==> config.mk <==
export PLATFORM = sky130hd
export DESIGN_NAME = fetch_arbiter
export DESIGN_NICKNAME = d
export VERILOG_FILES = /design/src/rtl/fetch_arbiter.sv
export SDC_FILE = /design/constraint.sdc
export NUM_CORES = 1
export LEC_CHECK = 0
export CAP_MARGIN = 40
export CORE_MARGIN = 10
export CORE_UTILIZATION = 45
export CTS_BUF_LIST = sky130_fd_sc_hd__clkbuf_2 sky130_fd_sc_hd__clkbuf_4 sky130_fd_sc_hd__clkbuf_8
export DETAILED_ROUTE_END_ITERATION = 6
export DONT_BUFFER_PORTS = 1
export GPL_TIMING_DRIVEN = 0
export PLACE_DENSITY = 0.71
export SLEW_MARGIN = 20
export SYNTH_ARGS = -nofsm -noshare
export SYNTH_HDL_FRONTEND = slang
export SYNTH_SLANG_ARGS = --single-unit
==> constraint.sdc <==
create_clock -name clk -period 3.45 [get_ports clk]
set_clock_uncertainty 0.15 [all_clocks]
set_input_delay 0.1725 -clock clk [delete_from_list [all_inputs] [get_ports clk]]
set_output_delay 0.1725 -clock clk [all_outputs]
set_load 0.02 [all_outputs]
==> src/rtl/fetch_arbiter.sv <==
// Round-robin arbiter sharing one program-memory read port among instruction fetchers.
// Optional one-entry bypass buffer enabled by defining FETCH_ARBITER_BYPASS_EN.
//
// state   | meaning
// --------+------------------------------------------------------------
// IDLE    | no request in flight; pick next fetcher round-robin
// REQUEST | memory request outstanding, waiting for mem_read_ready
// RELAY   | ready pulse being returned to the granted fetcher
module fetch_arbiter #(
  parameter int NUM_CONSUMERS = 4,
  parameter int ADDR_BITS     = 8,
  parameter int DATA_BITS     = 16
) (
  input  logic                               clk,
  input  logic                               reset,
  input  logic [NUM_CONSUMERS-1:0]           consumer_read_valid,
  input  logic [NUM_CONSUMERS*ADDR_BITS-1:0] consumer_read_address,
  output logic [NUM_CONSUMERS-1:0]           consumer_read_ready,
  output logic [NUM_CONSUMERS*DATA_BITS-1:0] consumer_read_data,
  output logic                               mem_read_valid,
  output logic [ADDR_BITS-1:0]               mem_read_address,
  input  logic                               mem_read_ready,
  input  logic [DATA_BITS-1:0]               mem_read_data
);

  localparam int GW = (NUM_CONSUMERS > 1) ? $clog2(NUM_CONSUMERS) : 1;

  typedef enum logic [1:0] {
    IDLE    = 2'b00,
    REQUEST = 2'b01,
    RELAY   = 2'b10
  } state_t;

  state_t                             state_q, state_d;
  logic [GW-1:0]                      grant_q, grant_d;
  logic [GW-1:0]                      last_grant_q, last_grant_d;
  logic                               mem_read_valid_q, mem_read_valid_d;
  logic [ADDR_BITS-1:0]               mem_read_address_q, mem_read_address_d;
  logic [NUM_CONSUMERS-1:0]           consumer_read_ready_q, consumer_read_ready_d;
  logic [NUM_CONSUMERS*DATA_BITS-1:0] consumer_read_data_q, consumer_read_data_d;

`ifdef FETCH_ARBITER_BYPASS_EN
  logic                 buf_valid_q, buf_valid_d;
  logic [ADDR_BITS-1:0] buf_addr_q, buf_addr_d;
  logic [DATA_BITS-1:0] buf_data_q, buf_data_d;
`endif

  logic [GW-1:0]        pick;
  logic                 pick_found;
  logic [ADDR_BITS-1:0] pick_addr;

  // First requester after last_grant, wrapping; works for non-power-of-two counts.
  always_comb begin : rr_pick
    int cand;
    cand       = 0;
    pick       = '0;
    pick_found = 1'b0;
    for (int off = 1; off <= NUM_CONSUMERS; off++) begin
      cand = int'(last_grant_q) + off;
      if (cand >= NUM_CONSUMERS) cand = cand - NUM_CONSUMERS;
      if (!pick_found && |(consumer_read_valid & (NUM_CONSUMERS'(1) << cand))) begin
        pick_found = 1'b1;
        pick       = GW'(cand);
      end
    end
  end

  assign pick_addr = consumer_read_address[pick*ADDR_BITS +: ADDR_BITS];

  always_comb begin
    state_d              = state_q;
    grant_d              = grant_q;
    last_grant_d         = last_grant_q;
    mem_read_valid_d     = mem_read_valid_q;
    mem_read_address_d   = mem_read_address_q;
    consumer_read_ready_d = '0;
    consumer_read_data_d = consumer_read_data_q;
`ifdef FETCH_ARBITER_BYPASS_EN
    buf_valid_d          = buf_valid_q;
    buf_addr_d           = buf_addr_q;
    buf_data_d           = buf_data_q;
`endif
    unique case (state_q)
      IDLE: begin
        if (pick_found) begin
          grant_d      = pick;
          last_grant_d = pick;
`ifdef FETCH_ARBITER_BYPASS_EN
          if (buf_valid_q && (pick_addr == buf_addr_q)) begin
            consumer_read_data_d[pick*DATA_BITS +: DATA_BITS] = buf_data_q;
            consumer_read_ready_d = NUM_CONSUMERS'(1) << pick;
            state_d               = RELAY;
          end else
`endif
          begin
            mem_read_address_d = pick_addr;
            mem_read_valid_d   = 1'b1;
            state_d            = REQUEST;
          end
        end
      end
      REQUEST: begin
        if (mem_read_ready) begin
          consumer_read_data_d[grant_q*DATA_BITS +: DATA_BITS] = mem_read_data;
          consumer_read_ready_d = NUM_CONSUMERS'(1) << grant_q;
          mem_read_valid_d      = 1'b0;
          state_d               = RELAY;
`ifdef FETCH_ARBITER_BYPASS_EN
          buf_valid_d = 1'b1;
          buf_addr_d  = mem_read_address_q;
          buf_data_d  = mem_read_data;
`endif
        end
      end
      RELAY:   state_d = IDLE;
      default: state_d = IDLE;
    endcase
  end

  always_ff @(posedge clk) begin
    if (!reset) begin
      state_q               <= IDLE;
      grant_q               <= '0;
      last_grant_q          <= GW'(NUM_CONSUMERS - 1);
      mem_read_valid_q      <= 1'b0;
      mem_read_address_q    <= '0;
      consumer_read_ready_q <= '0;
      consumer_read_data_q  <= '0;
    end else begin
      state_q               <= state_d;
      grant_q               <= grant_d;
      last_grant_q          <= last_grant_d;
      mem_read_valid_q      <= mem_read_valid_d;
      mem_read_address_q    <= mem_read_address_d;
      consumer_read_ready_q <= consumer_read_ready_d;
      consumer_read_data_q  <= consumer_read_data_d;
    end
  end

`ifdef FETCH_ARBITER_BYPASS_EN
  always_ff @(posedge clk) begin
    if (!reset) begin
      buf_valid_q <= 1'b0;
      buf_addr_q  <= '0;
      buf_data_q  <= '0;
    end else begin
      buf_valid_q <= buf_valid_d;
      buf_addr_q  <= buf_addr_d;
      buf_data_q  <= buf_data_d;
    end
  end
`endif

  assign consumer_read_ready = consumer_read_ready_q;
  assign consumer_read_data  = consumer_read_data_q;
  assign mem_read_valid      = mem_read_valid_q;
  assign mem_read_address    = mem_read_address_q;

endmodule

# --- Yosys cells after proc, flatten, opt, wreduce, memory -nomap -nowiden ---
# Index checks and enable logic that the tools add are counted.
# W data, S select, Z words.
word_totals:
  input_bits: 55
  out_inout_bits: 77
  word_cells: 71
  ff_bits: 83
classes:
  shift: 8
  reduce_logical: 17
  n_lt_le_gt_ge: 4
  bitwise_logic: 4
  n_mux: 19
  add_sub_neg: 9
  eq_ne: 3
op_table:
  columns: ["operator", "count"]
  rows:
  - ["$mux W32", 4]
  - ["$shl A1 B32 Y4 const A", 4]
  - ["$bwmux W64", 1]
  - ["$shift A16 B34 Y64 const A", 1]
  - ["$shiftx A16 B34 Y64", 1]
  - ["$neg A6 Y34", 1]
  - ["$shiftx A32 B6 Y8", 1]
  - ["$and A4 B4 Y4", 4]
  - ["$reduce_or A4 Y1", 4]
  - ["$mux W2", 6]
  - ["$sub A3 B3 Y4 const B", 3]
  - ["$ge A3 B3 Y1 const B", 3]
  - ["$add A2 B2 Y3 const B", 2]
  - ["$mux W1", 6]
  - ["$reduce_and A2 Y1", 3]
  - ["$reduce_and A3 Y1", 2]
  - ["$sub A4 B3 Y5 const B", 1]
  - ["$add A2 B3 Y4 const B", 1]
  - ["$ge A4 B3 Y1 const B", 1]
  - ["$ne A2 B2 Y1 const B", 2]
  - ["$pmux W2 S2", 1]
  - ["$shl A1 B2 Y4 const A", 1]
  - ["$add A2 B1 Y3 const B", 1]
  - ["$logic_and A1 B1 Y1", 3]
  - ["other kinds (5)", 7]

# --- Logic depth before layout (Yosys ltp) ---
# Gate-level depths: netlist of the first run.
logic_depth:
  word_depth: 18
  ltp_mapped: 9
  depth_no_buf: 8

# --- Worst setup path after synthesis of the first run ---
# OpenSTA, ideal clock, no wires.
synth_path:
  kind: "register to register"
  startpoint: "register last_grant_q[0]"
  endpoint: "register mem_read_address_q[0] (netlist: mem_read_address[0])"
  stages_incl_launch_ff: 10
  t_required_ns: 3.227
  period_less_slack_ns: 2.474
  path_buffers: 1
  arrival_time_ns: 2.250
  setup_time_ns: 0.073
  slack_ns: 0.976
  cell_sequence: "dfxtp_1 -> inv_1 -> ha_1 -> a22o_1 -> or2_4 -> a211oi_2 -> a21oi_1 -> or3_1 -> buf_6 -> o211ai_2"
synth_between:
  elab_chain_cells: 17
  word_cells_on_any_way: 44
synth_lines:
  columns: ["element", "line_no", "rtl"]
  rows:
  - ["start, declared", "36", "logic [GW-1:0] last_grant_q, last_grant_d;"]
  - ["start signal, assigned", "124", "last_grant_q <= GW'(NUM_CONSUMERS - 1);"]
  - ["start signal, assigned", "132", "last_grant_q <= last_grant_d;"]
  - ["$add A2 B1 Y3", "59", "cand = int'(last_grant_q) + off;"]
  - ["$sub A3 B3 Y4 / $ge A3 B3 Y1 (equally long branches)", "60", "if (cand >= NUM_CONSUMERS) cand = cand - NUM_CONSUMERS;"]
  - ["$mux W32", "60", null]
  - ["$shl A1 B32 Y4", "61", "if (!pick_found && |(consumer_read_valid & (NUM_CONSUMERS'(1) << cand))) begin"]
  - ["$and A4 B4 Y4", "61", null]
  - ["$reduce_or A4 Y1", "61", null]
  - ["$mux W1", "61", null]
  - ["$logic_not A1 Y1", "61", null]
  - ["$logic_and A1 B1 Y1", "61", null]
  - ["$mux W1", "61", null]
  - ["$logic_not A1 Y1", "61", null]
  - ["$logic_and A1 B1 Y1", "61", null]
  - ["$mux W1", "61", null]
  - ["$logic_not A1 Y1", "61", null]
  - ["$logic_and A1 B1 Y1", "61", null]
  - ["$mux W2 / $mux W1 (equally long branches)", "61", null]
  - ["$shiftx A32 B6 Y8 / $reduce_and A2 Y1 (equally long branches)", null, null]
  - ["end signal, assigned", "134", "mem_read_address_q <= mem_read_address_d;"]
  - ["end, declared", "38", "logic [ADDR_BITS-1:0] mem_read_address_q, mem_read_address_d;"]
# Parallel ways exist; a longest one is shown, timed or not.
# A chain may end at the register's enable or synchronous reset.

# --- Worst setup path in the final report of the first run ---
layout_path:
  startpoint: "register last_grant_q[0]"
  endpoint: "register mem_read_address_q[7] (netlist: mem_read_address[7])"
# The elaborated chain is that of the path after synthesis.

==> summary.md, run 1 <==
| Metric | Value |
|---|---|
| ANT nets after route | `0` |
| FMAX | `302 MHz` |
| Filler cells | `668` |
| CTS Root Cell | `clkbuf_8` |
| Data arrival, critical path | `3.41 ns` |
| Area Growth Syn to Fin | `24.3%` |
| Clock Pin Slew Worst Setup and Hold Paths | `0.09 ns` |
| Peak VDD IR | `0.297 mV` |
| Num ports | `132` |
| Crit path max fanout | `10` |
| Total nets after synthesis | `493` |
| Power density cells | `698 nW/µm²` |
| Num rows | `32` |
| Drt initial violations | `201` |
| Top_reg_cell synth | `dfxtp_1` |
| Via count | `3370` |
| Pre-CTS setup slack | `0.621 ns` |
| HPWL after DPL | `8.00 mm` |
| Layout cells sized above 1 | `0.0789` |
| Internal Power | `1900 µW` |
| Final worst slack | `0.140 ns` |
| Total of max-cap violations | `0` |
| Clk pwr share | `0.234` |
| Initial antenna violation count | `0` |
| Nets | `554` |
| Sw frac | `0.388` |
| Chip width | `109 µm` |
| Type of the tightest min-delay check | `in2reg` |
| CP endpoint kind | `flip-flop` |
| Synth Area per Inst | `8.36 µm²` |
| Status | `finished, final reports clean` |
| CTS Buf Count | `9` |
| Final setup fails | `0` |
| Number of global-route vias before repair | `3292` |
| Count leader, synth | `dfxtp_1` |
| Synth cell count leaders | `dfxtp_1 (83), nand2_1 (82), a21oi_1 (70)` |
| Post-synthesis sequential area ratio | `0.464` |
| Routability cong. | `0.809` |
| WP buf/inv | `3` |
| Grt ovf | `0` |
| Worst slew margin | `0.454` |
| Initial core utilization | `0.463` |
| Fin. Hold Viols | `0` |
| Worst r2r src | `last_grant_q[0]` |
| Worst path top cell family by delay | `buffers and inverters` |
| First-pass GRT wire length | `17.4 mm` |
| Area contributors post-synth | `dfxtp_1 (46%), a21oi_1 (9.8%), nand3_1 (9.1%)` |
| Ys Warns | `0` |
| Ratio of final minimum period to clock period | `0.959` |
| I/O Buffers | `0` |
| Core area | `7730 µm²` |
| Clk buf depth | `2` |
| RSZ-0062 raised after global routing | `yes` |
| Die area | `11900 µm²` |
| Post-synth EDFFs | `0` |
| Die height | `109 µm` |
| Synthesized instance count | `428` |
| Worst setup SP type | `flip-flop` |
| Hold_sp | `consumer_read_address[25]` |
| Comb pwr share | `0.389` |
| Vias/cell | `5.64` |
| CTS Sinks | `83` |
| Fin cells | `597` |
| Post-Route WL | `11.3 mm` |
| Largest net degree at the start of global routing | `16` |
| Drt pass-1 iters | `5` |
| Switching power | `1210 µW` |
| Final Max Tran Viols | `0` |
| Worst-Margin Slew | `0.817 ns` |
| WP data required | `3.55 ns` |
| GRT Resource Usage Total | `0.186` |
| Yosys cell types | `40` |
| CTS tree | `yes` |
| H-Tree Depth | `3` |
| Fin crit period | `3.31 ns` |
| Seq pwr share | `0.378` |
| Critical path class | `reg2reg` |
| Cells along the critical path | `inv_1, ha_1, a22o_1, or2_4, o2111ai_4, buf_2, a21boi_0, o21ai_1, dlygate4sd3_1, o211ai_2` |
| Post-synth top area cell | `dfxtp_1` |
| Synth top area share | `0.464` |
| Crit path launch | `last_grant_q[0]` |
| Post-Syn Area | `3580 µm²` |
| CP max stage delay | `0.59 ns` |
| Yosys reg bits | `83` |
| DRC violations left | `0` |
| Placed Cells | `530` |
| Async SR Flop Fraction | `0` |
| WL/cell | `18.9 µm` |
| Total leakage power | `0.00155 µW` |
| Slowest-stage cell, CP | `dlygate4sd3_1` |
| Worst skew pair latency | `0.36 ns` |
flip-flops by register name, summed over array words and instances, names as in the netlist:
| name | count |
|---|---|
| state_q | 2 |
| grant_q | 2 |
| last_grant_q | 2 |
| mem_read_address | 8 |
| consumer_read_data | 64 |
| consumer_read_ready | 4 |
| mem_read_valid | 1 |
worst min-delay path, stage by stage:
cell	delay, ns
a21boi_0	0.17
o21ai_1	0.10
o211ai_2	0.06
stage by stage:
step                TNS, ns  utilization  instance area (µm²)  hold WS (ns)  total power, µW
floorplan                 0            -                 3580        0.0987             1950
global placement          0        0.479                 3700         0.104             2110
detailed placement        0        0.479                 3700         0.104             2140
CTS                       0        0.569                 4390       0.00715             3010
global route        -0.0140        0.575                 4450        0.0256             3280
finish                    0        0.576                 4450        0.0300             3100
final timing paths:
path                                          endpoint  slack, ns  depth (start not counted)
worst min register to register  consumer_read_ready[2]       0.38                          2
worst min-delay path               mem_read_address[1]       0.03                          3
worst max register to register     mem_read_address[7]       0.14                         10
worst max-delay path               mem_read_address[7]       0.14                         10
power by group through the flow:
stage	combinational, µW	clock [µW]	sequential, µW
2_1_floorplan	779	0	1170
3_3_place_gp	920	0	1190
3_5_place_dp	950	0	1190
4_1_cts	1100	740	1170
5_1_grt	1320	775	1180
6_report	1210	725	1170
layer usage:
layer | global-route usage | wire length (µm) | vias up
met5 | 0 | 0 | -
met4 | 0.0829 | 387 | 0
met3 | 0.102 | 1360 | 34
met2 | 0.309 | 5530 | 149
met1 | 0.190 | 4010 | 1557
li1 | - | - | 1630
cells by family after synthesis:
logic type | synth area share
flops | 0.464
simple gates | 0.229
buf+inv | 0.0381
fa+ha+maj | 0.0350
compound gates | 0.211
mux | 0.0224
final cells by class:
class | count | area [µm²] | share of cell area
Clock buffer | 10 | 138 | 0.0309
Clock inverter | 6 | 71.3 | 0.0160
Inverter | 6 | 22.5 | 0.00506
Timing Repair Buffer | 50 | 490 | 0.110
Buffer | 28 | 115 | 0.0259
Sequential cell | 83 | 1660 | 0.374
Multi-Input combinational cell | 311 | 1820 | 0.409
Antenna cell | 1 | 2.50 | 0.000563
Tap cell | 102 | 128 | 0.0287
cell usage in the layout, fill, tap and decap left out, types with 7 or more instances in the layout:
| cell | count |
|---|---|
| o21ai_1 | 7 |
| dfxtp_1 | 83 |
| o211ai_2 | 8 |
| dlygate4sd3_1 | 48 |
| nand2_1 | 82 |
| and3_1 | 7 |
| mux2i_1 | 8 |
| clkbuf_8 | 10 |
| a21boi_0 | 7 |
| a21oi_1 | 70 |
| ha_1 | 10 |
| clkbuf_1 | 25 |
| nand3_1 | 65 |
timing repair:
item,CTS,global route
hold buffers,48,0
hold endpoints to repair,80,0
buffers inserted,0,0
gates resized for setup,0,7
setup endpoints to repair,0,8
(Power assumes the default switching activity.)
==> run 2: changes to the inputs <==
- ABC_AREA: unset -> 1
- CORE_ASPECT_RATIO: unset -> 1.1
==> run 2 against run 1 <==
Count of clock-buffer cells in the layout increased by 1. Flip-flop and latch count unchanged. Utilization decreased by 1.6 points. Non-clock buffer count decreased by 2. Design area increased by 5.8%. Largest cell class unchanged. Highest routed layer unchanged.
==> summary.md, run 2 <==
| Metric | Value |
|---|---|
| Routability cong. | `0.831` |
| Status | `finished, final reports clean` |
| TNS Setup | `0 ns` |
| Chip width | `109 µm` |
| Via count | `3755` |
| Worst-Margin Slew | `0.542 ns` |
| Worst skew pair latency | `0.34 ns` |
| Synth cell count leaders | `nand2_1 (93), dfxtp_1 (83), inv_1 (73)` |
| Synthesized instance count | `526` |
| Async SR Flop Fraction | `0` |
| Clk buf depth | `2` |
| WP buf/inv | `6` |
| Final setup fails | `0` |
| H-Tree Depth | `3` |
| Vias/cell | `5.40` |
| Clock Pin Slew Worst Setup and Hold Paths | `0.09 ns` |
| Complex-gate fraction of the synthesized area | `0.173` |
| Power density cells | `834 nW/µm²` |
| Fin. Hold Viols | `0` |
| WL/cell | `17.8 µm` |
| Synth Area per Inst | `7.40 µm²` |
| Yosys cell types | `29` |
| Post-synthesis sequential area ratio | `0.427` |
| Critical path class | `reg2reg` |
| CTS Root Cell | `clkbuf_8` |
| Crit path max fanout | `10` |
| Initial antenna violation count | `0` |
| Die area | `12800 µm²` |
| Area contributors post-synth | `dfxtp_1 (43%), nand2_1 (9.0%), inv_1 (7.0%)` |
| CP most frequent cell | `nand3_1` |
| Largest net degree at the start of global routing | `15` |
| Count leader, synth | `nand2_1` |
| Post-Synth XOR/XNOR Area | `0` |
| Top_reg_cell synth | `dfxtp_1` |
| Grt ovf | `0` |
| Drt pass-1 iters | `7` |
| Die height | `118 µm` |
| Ys Warns | `0` |
| Fraction of synthesized area in multiplexers | `0` |
| Post-Synth Simple-Gate Area | `0.253` |
| Layout cells sized above 1 | `0.0991` |
| CP endpoint kind | `flip-flop` |
| CP max stage delay | `0.56 ns` |
| Commonest non-fill, non-tap cells in the layout | `nand2_1 (92), dfxtp_1 (81), inv_1 (73)` |
| Cells along the critical path | `inv_1, ha_1, nand2_1, nand2_2, nor2_4, inv_2, o211ai_4, buf_4, nand3_1, nand3_1, dlygate4sd3_1, nand3_1, dlygate4sd3_1, nand2_1, inv_1` |
| Fin crit period | `3.28 ns` |
| Filler cells | `805` |
| Antenna cell count | `0` |
| Worst setup SP type | `flip-flop` |
| Synth Area in Adders | `0.0322` |
| ANT nets after route | `0` |
| Layout Utilization | `0.560` |
| CTS tree | `yes` |
| Post-synth top area cell | `dfxtp_1` |
| Total nets after synthesis | `591` |
| Initial core utilization | `0.463` |
| Largest family of logic cells by synthesized area | `simple AND/OR/NAND/NOR gates` |
| Num ports | `132` |
| HPWL after DPL | `9.06 mm` |
| Post-Syn Area | `3890 µm²` |
| First-pass GRT wire length | `19.4 mm` |
| Drt initial violations | `210` |
| CTS Buf Count | `9` |
| Ratio of final minimum period to clock period | `0.950` |
| Max reg flops | `64` |
| RSZ-0062 raised after global routing | `no` |
| CTS Sinks | `83` |
| Type of the tightest min-delay check | `in2reg` |
| Worst path top cell family by delay | `buffers and inverters` |
| DRC violations left | `0` |
| Commonest non-fill, non-tap cell in the layout | `nand2_1` |
| Number of global-route vias before repair | `3716` |
| Nets | `645` |
| Core area | `8410 µm²` |
| WP data required | `3.56 ns` |
| FMAX | `305 MHz` |
| Peak VDD IR | `0.595 mV` |
| Synth top area share | `0.427` |
| Num rows | `35` |
| Yosys reg bits | `83` |
| Area Growth Syn to Fin | `20.9%` |
| Slowest-stage cell, CP | `dlygate4sd3_1` |
| Data arrival, critical path | `3.39 ns` |
| Post-synth EDFFs | `0` |
| Total of max-cap violations | `0` |
| GRT Resource Usage Total | `0.188` |
| Worst slew margin | `0.639` |
| Post-Route WL | `12.4 mm` |
| Final Max Tran Viols | `0` |
| Total leakage power | `0.00196 µW` |
| I/O Buffers | `0` |
-- run 2: cell types whose count changed after synthesis, sizes merged, moves of 11 or more --
cell,previous run,this run
nand4,0,18
a211oi,3,28
a31oi,0,28
nand3,65,43
buf,2,13
nand2,84,101
nor2,6,45
inv,5,77
a21oi,70,41
-- run 2: worst reg2reg max path: cells and delay by family (launching register included) --
family / cells / cell delay [ns]
buffers and inverters: 6 / 1.54
and+or+nand+nor: 7 / 0.63
DFF: 1 / 0.40
adders and majority gates: 1 / 0.26
AOI/OAI and AO/OA: 1 / 0.23
-- run 2: kinds of logic (layout without fill, tap and decap cells) --
| logic type | count (synthesis) | count (layout) |
|---|---|---|
| AOI/OAI and AO/OA | 109 | 109 |
| adders and majority gates | 10 | 10 |
| buffers and inverters | 110 | 169 |
| DFF | 83 | 83 |
| and+or+nand+nor | 214 | 214 |
-- run 2: final cells by class --
cell class / count / area (µm²) / area share
multi-input cells: 333 / 1800 / 0.382
flip-flops and latches: 83 / 1670 / 0.354
repair buffers: 43 / 418 / 0.0888
inverters: 77 / 289 / 0.0614
plain buffers: 33 / 158 / 0.0335
clock buffers: 11 / 151 / 0.0322
well taps: 111 / 139 / 0.0295
clock inverters: 5 / 85.1 / 0.0181
-- run 2: through the flow --
stage | setup WS [ns] | cell area [µm²] | hold WS, ns | total power (µW) | instances
6_report | 0.171 | 4710 | 0.0200 | 3920 | 696
2_1_floorplan | 1.28 | 3890 | 0.158 | 2510 | 526
3_3_place_gp | 1.01 | 4030 | 0.165 | 2780 | 637
3_5_place_dp | 0.959 | 4030 | 0.168 | 2820 | 637
4_1_cts | 0.0459 | 4650 | 0.00507 | 3800 | 691
5_1_grt | 0.0139 | 4710 | 0.0521 | 4220 | 696
-- run 2: worst paths after layout --
| kind | from | to | slack (ns) | depth (start not counted) |
|---|---|---|---|---|
| worst max-delay path | last_grant_q[0] | mem_read_address[1] | 0.17 | 15 |
| worst min register to register | state_q[1] | state_q[0] | 0.40 | 3 |
| worst min-delay path | consumer_read_address[10] | mem_read_address[2] | 0.02 | 6 |
| worst max register to register | last_grant_q[0] | mem_read_address[1] | 0.17 | 15 |
-- run 2: routing by layer --
| metal | track usage | share of wire | routed length (µm) | vias to the layer above |
|---|---|---|---|---|
| met5 | 0 | 0 | 0 | - |
| met4 | 0.0726 | 0.022 | 276 | 0 |
| met3 | 0.0827 | 0.13 | 1610 | 20 |
| met2 | 0.309 | 0.46 | 5710 | 194 |
| met1 | 0.207 | 0.39 | 4770 | 1688 |
| li1 | - | - | - | 1853 |
-- run 2: timing repair --
action                                  CTS  global route
setup buffers                             0             5
endpoints found under the setup margin    0             3
hold buffers                             38             0
gates resized for setup                   0             8
endpoints found under the hold margin    75             0
-- run 2: report_power, final --
part | internal, µW | total [µW] | switching [µW]
sequential | 1090 | 1310 | 228
clock | 450 | 808 | 358
combinational | 715 | 1800 | 1090
==> run 3: changes to the inputs <==
- ABC_AREA: 1 -> unset
==> run 3 against run 2 <==
Largest cell class unchanged. Non-clock buffer count is 2 higher. Flip-flop and latch count stayed put. Utilization is 0.84 points higher.
==> summary.md, run 3 (same netlist as run 1, synthesis figures left out) <==
| Metric | Value |
|---|---|
| Clk buf depth | `2` |
| Cells along the critical path | `inv_1, ha_1, a22o_1, o21ai_0, o2111ai_4, buf_2, and3_1, o21ai_1, dlygate4sd3_1, o211ai_2` |
| Total leakage power | `0.00155 µW` |
| Cells on worst reg2reg path | `10` |
| Largest net degree at the start of global routing | `19` |
| Clock Pin Slew Worst Setup and Hold Paths | `0.10 ns` |
| Hold EP | `mem_read_address[6]` |
| ANT nets after route | `0` |
| TNS Setup | `0 ns` |
| Post-Route WL | `11.4 mm` |
| Type of the tightest min-delay check | `in2reg` |
| Layout cells sized above 1 | `0.0769` |
| Critical path class | `reg2reg` |
| Peak VDD IR | `0.276 mV` |
| Final Max Tran Viols | `0` |
| I/O Buffers | `0` |
| CTS Buf Count | `9` |
| Drt initial violations | `136` |
| Fin. Hold Viols | `0` |
| Chip width | `105 µm` |
| Slowest-stage cell, CP | `dlygate4sd3_1` |
| WP data required | `3.56 ns` |
| Ratio of final minimum period to clock period | `0.949` |
| Status | `finished, final reports clean` |
| Worst skew pair latency | `0.37 ns` |
| Data arrival, critical path | `3.39 ns` |
| Drt pass-1 iters | `4` |
| GRT Resource Usage Total | `0.191` |
| Post-CTS Setup Repair Bufs | `0` |
| R2r setup slk | `0.18 ns` |
| HPWL after DPL | `8.10 mm` |
| Final setup fails | `0` |
| Commonest non-fill, non-tap cells in the layout | `dfxtp_1 (83), nand2_1 (82), a21oi_1 (70)` |
| Worst setup SP type | `flip-flop` |
| Worst-Margin Slew | `0.881 ns` |
| Nets | `554` |
| Via count | `3384` |
| Core area | `7830 µm²` |
| CTS Root Cell | `clkbuf_8` |
| WP buf/inv | `3` |
| DRC violations left | `0` |
| Initial antenna violation count | `2` |
| Commonest non-fill, non-tap cell in the layout | `dfxtp_1` |
| Initial core utilization | `0.457` |
| Routability cong. | `0.857` |
| Die height | `114 µm` |
| CP endpoint kind | `flip-flop` |
| Min-Delay Path Depth | `3` |
| Worst r2r src | `last_grant_q[0]` |
| RSZ-0062 raised after global routing | `no` |
| Crit path max fanout | `10` |
| Fin Hold WS | `0.0700 ns` |
| Num rows | `34` |
| Worst slew margin | `0.411` |
| Die area | `11900 µm²` |
| CP max stage delay | `0.58 ns` |
| Hold_sp | `consumer_read_address[30]` |
| Number of global-route vias before repair | `3446` |
| Reg2reg end | `mem_read_address[5]` |
| Worst path top cell family by delay | `compound AO/OA/AOI/OAI gates` |
| Total of max-cap violations | `0` |
| Vias/cell | `5.60` |
| Max reg flops | `64` |
| H-Tree Depth | `3` |
| Power density cells | `691 nW/µm²` |
| FMAX | `305 MHz` |
| WL/cell | `18.9 µm` |
| Num ports | `132` |
| Area Growth Syn to Fin | `24.3%` |
| First-pass GRT wire length | `18.5 mm` |
| Fin crit period | `3.27 ns` |
| CTS Sinks | `83` |
| CTS tree | `yes` |
| Grt ovf | `0` |
==> run 3: cell types whose count changed in the layout (fill, tap and decap cells not counted), moves of 8 or more <==
cell / delta
inv_1: -68
a21oi_1: +30
nor2_1: -34
a31oi_1: -28
a211oi_1: -26
mux2i_1: +8
nand4_1: -18
o211ai_2: +8
nand3_1: +23
dlygate4sd3_1: +11
nand2_1: -10
buf_4: -9
==> run 3: per-stage QoR <==
step | instance area [µm²] | worst slack [ns] | util | power (µW) | std cells
2_1_floorplan | 3580 | 0.976 | - | 1950 | 428
3_3_place_gp | 3710 | 0.628 | 0.474 | 2120 | 536
3_5_place_dp | 3710 | 0.575 | 0.474 | 2150 | 536
4_1_cts | 4400 | 0.0694 | 0.563 | 3000 | 601
5_1_grt | 4450 | 0.00890 | 0.568 | 3240 | 604
6_report | 4450 | 0.177 | 0.568 | 3070 | 604
==> run 3: worst max path at each step <==
stage,from,to,slack [ns],cells past startpoint
6_report,last_grant_q[0],mem_read_address[5],0.18,10
5_1_grt,last_grant_q[0],mem_read_address[7],0.009,9
4_1_cts,last_grant_q[0],mem_read_address[1],0.07,9
3_5_place_dp,last_grant_q[0],mem_read_address[6],0.57,8
3_3_place_gp,last_grant_q[0],mem_read_address[6],0.63,8
2_1_floorplan,last_grant_q[0],mem_read_address[0],0.98,9
==> run 3: tightest hold or removal path, stage by stage <==
cell,delay [ns]
a21bo_2,0.17
a21bo_1,0.12
o211ai_2,0.08
==> run 3: final cells by class <==
cell class	instances	area [µm²]
inverter	6	22.5
buffer	28	115
sequential	83	1660
fill	724	3380
clock inverter	7	76.3
multi-input combinational	311	1810
tap	108	135
antenna	2	5.00
timing repair buffer	50	495
clock buffer	9	124
==> run 3: repair_timing <==
item / CTS / global route
hold buffers: 49 / 0
hold endpoints to repair: 80 / 0
setup endpoints to repair: 0 / 8
resized for setup: 0 / 6
==> run 3: where the power goes <==
group	internal, µW	total (µW)	switching [µW]
Combinational	497	1190	697
Clock	288	705	417
Sequential	1040	1170	135
Total	1820	3070	1250
==> run 3: per-layer routing <==
| layer | part of all wire | track usage |
|---|---|---|
| met2 | 0.50 | 0.319 |
| met5 | 0 | 0 |
| met3 | 0.10 | 0.0767 |
| met1 | 0.36 | 0.199 |
| met4 | 0.038 | 0.114 |
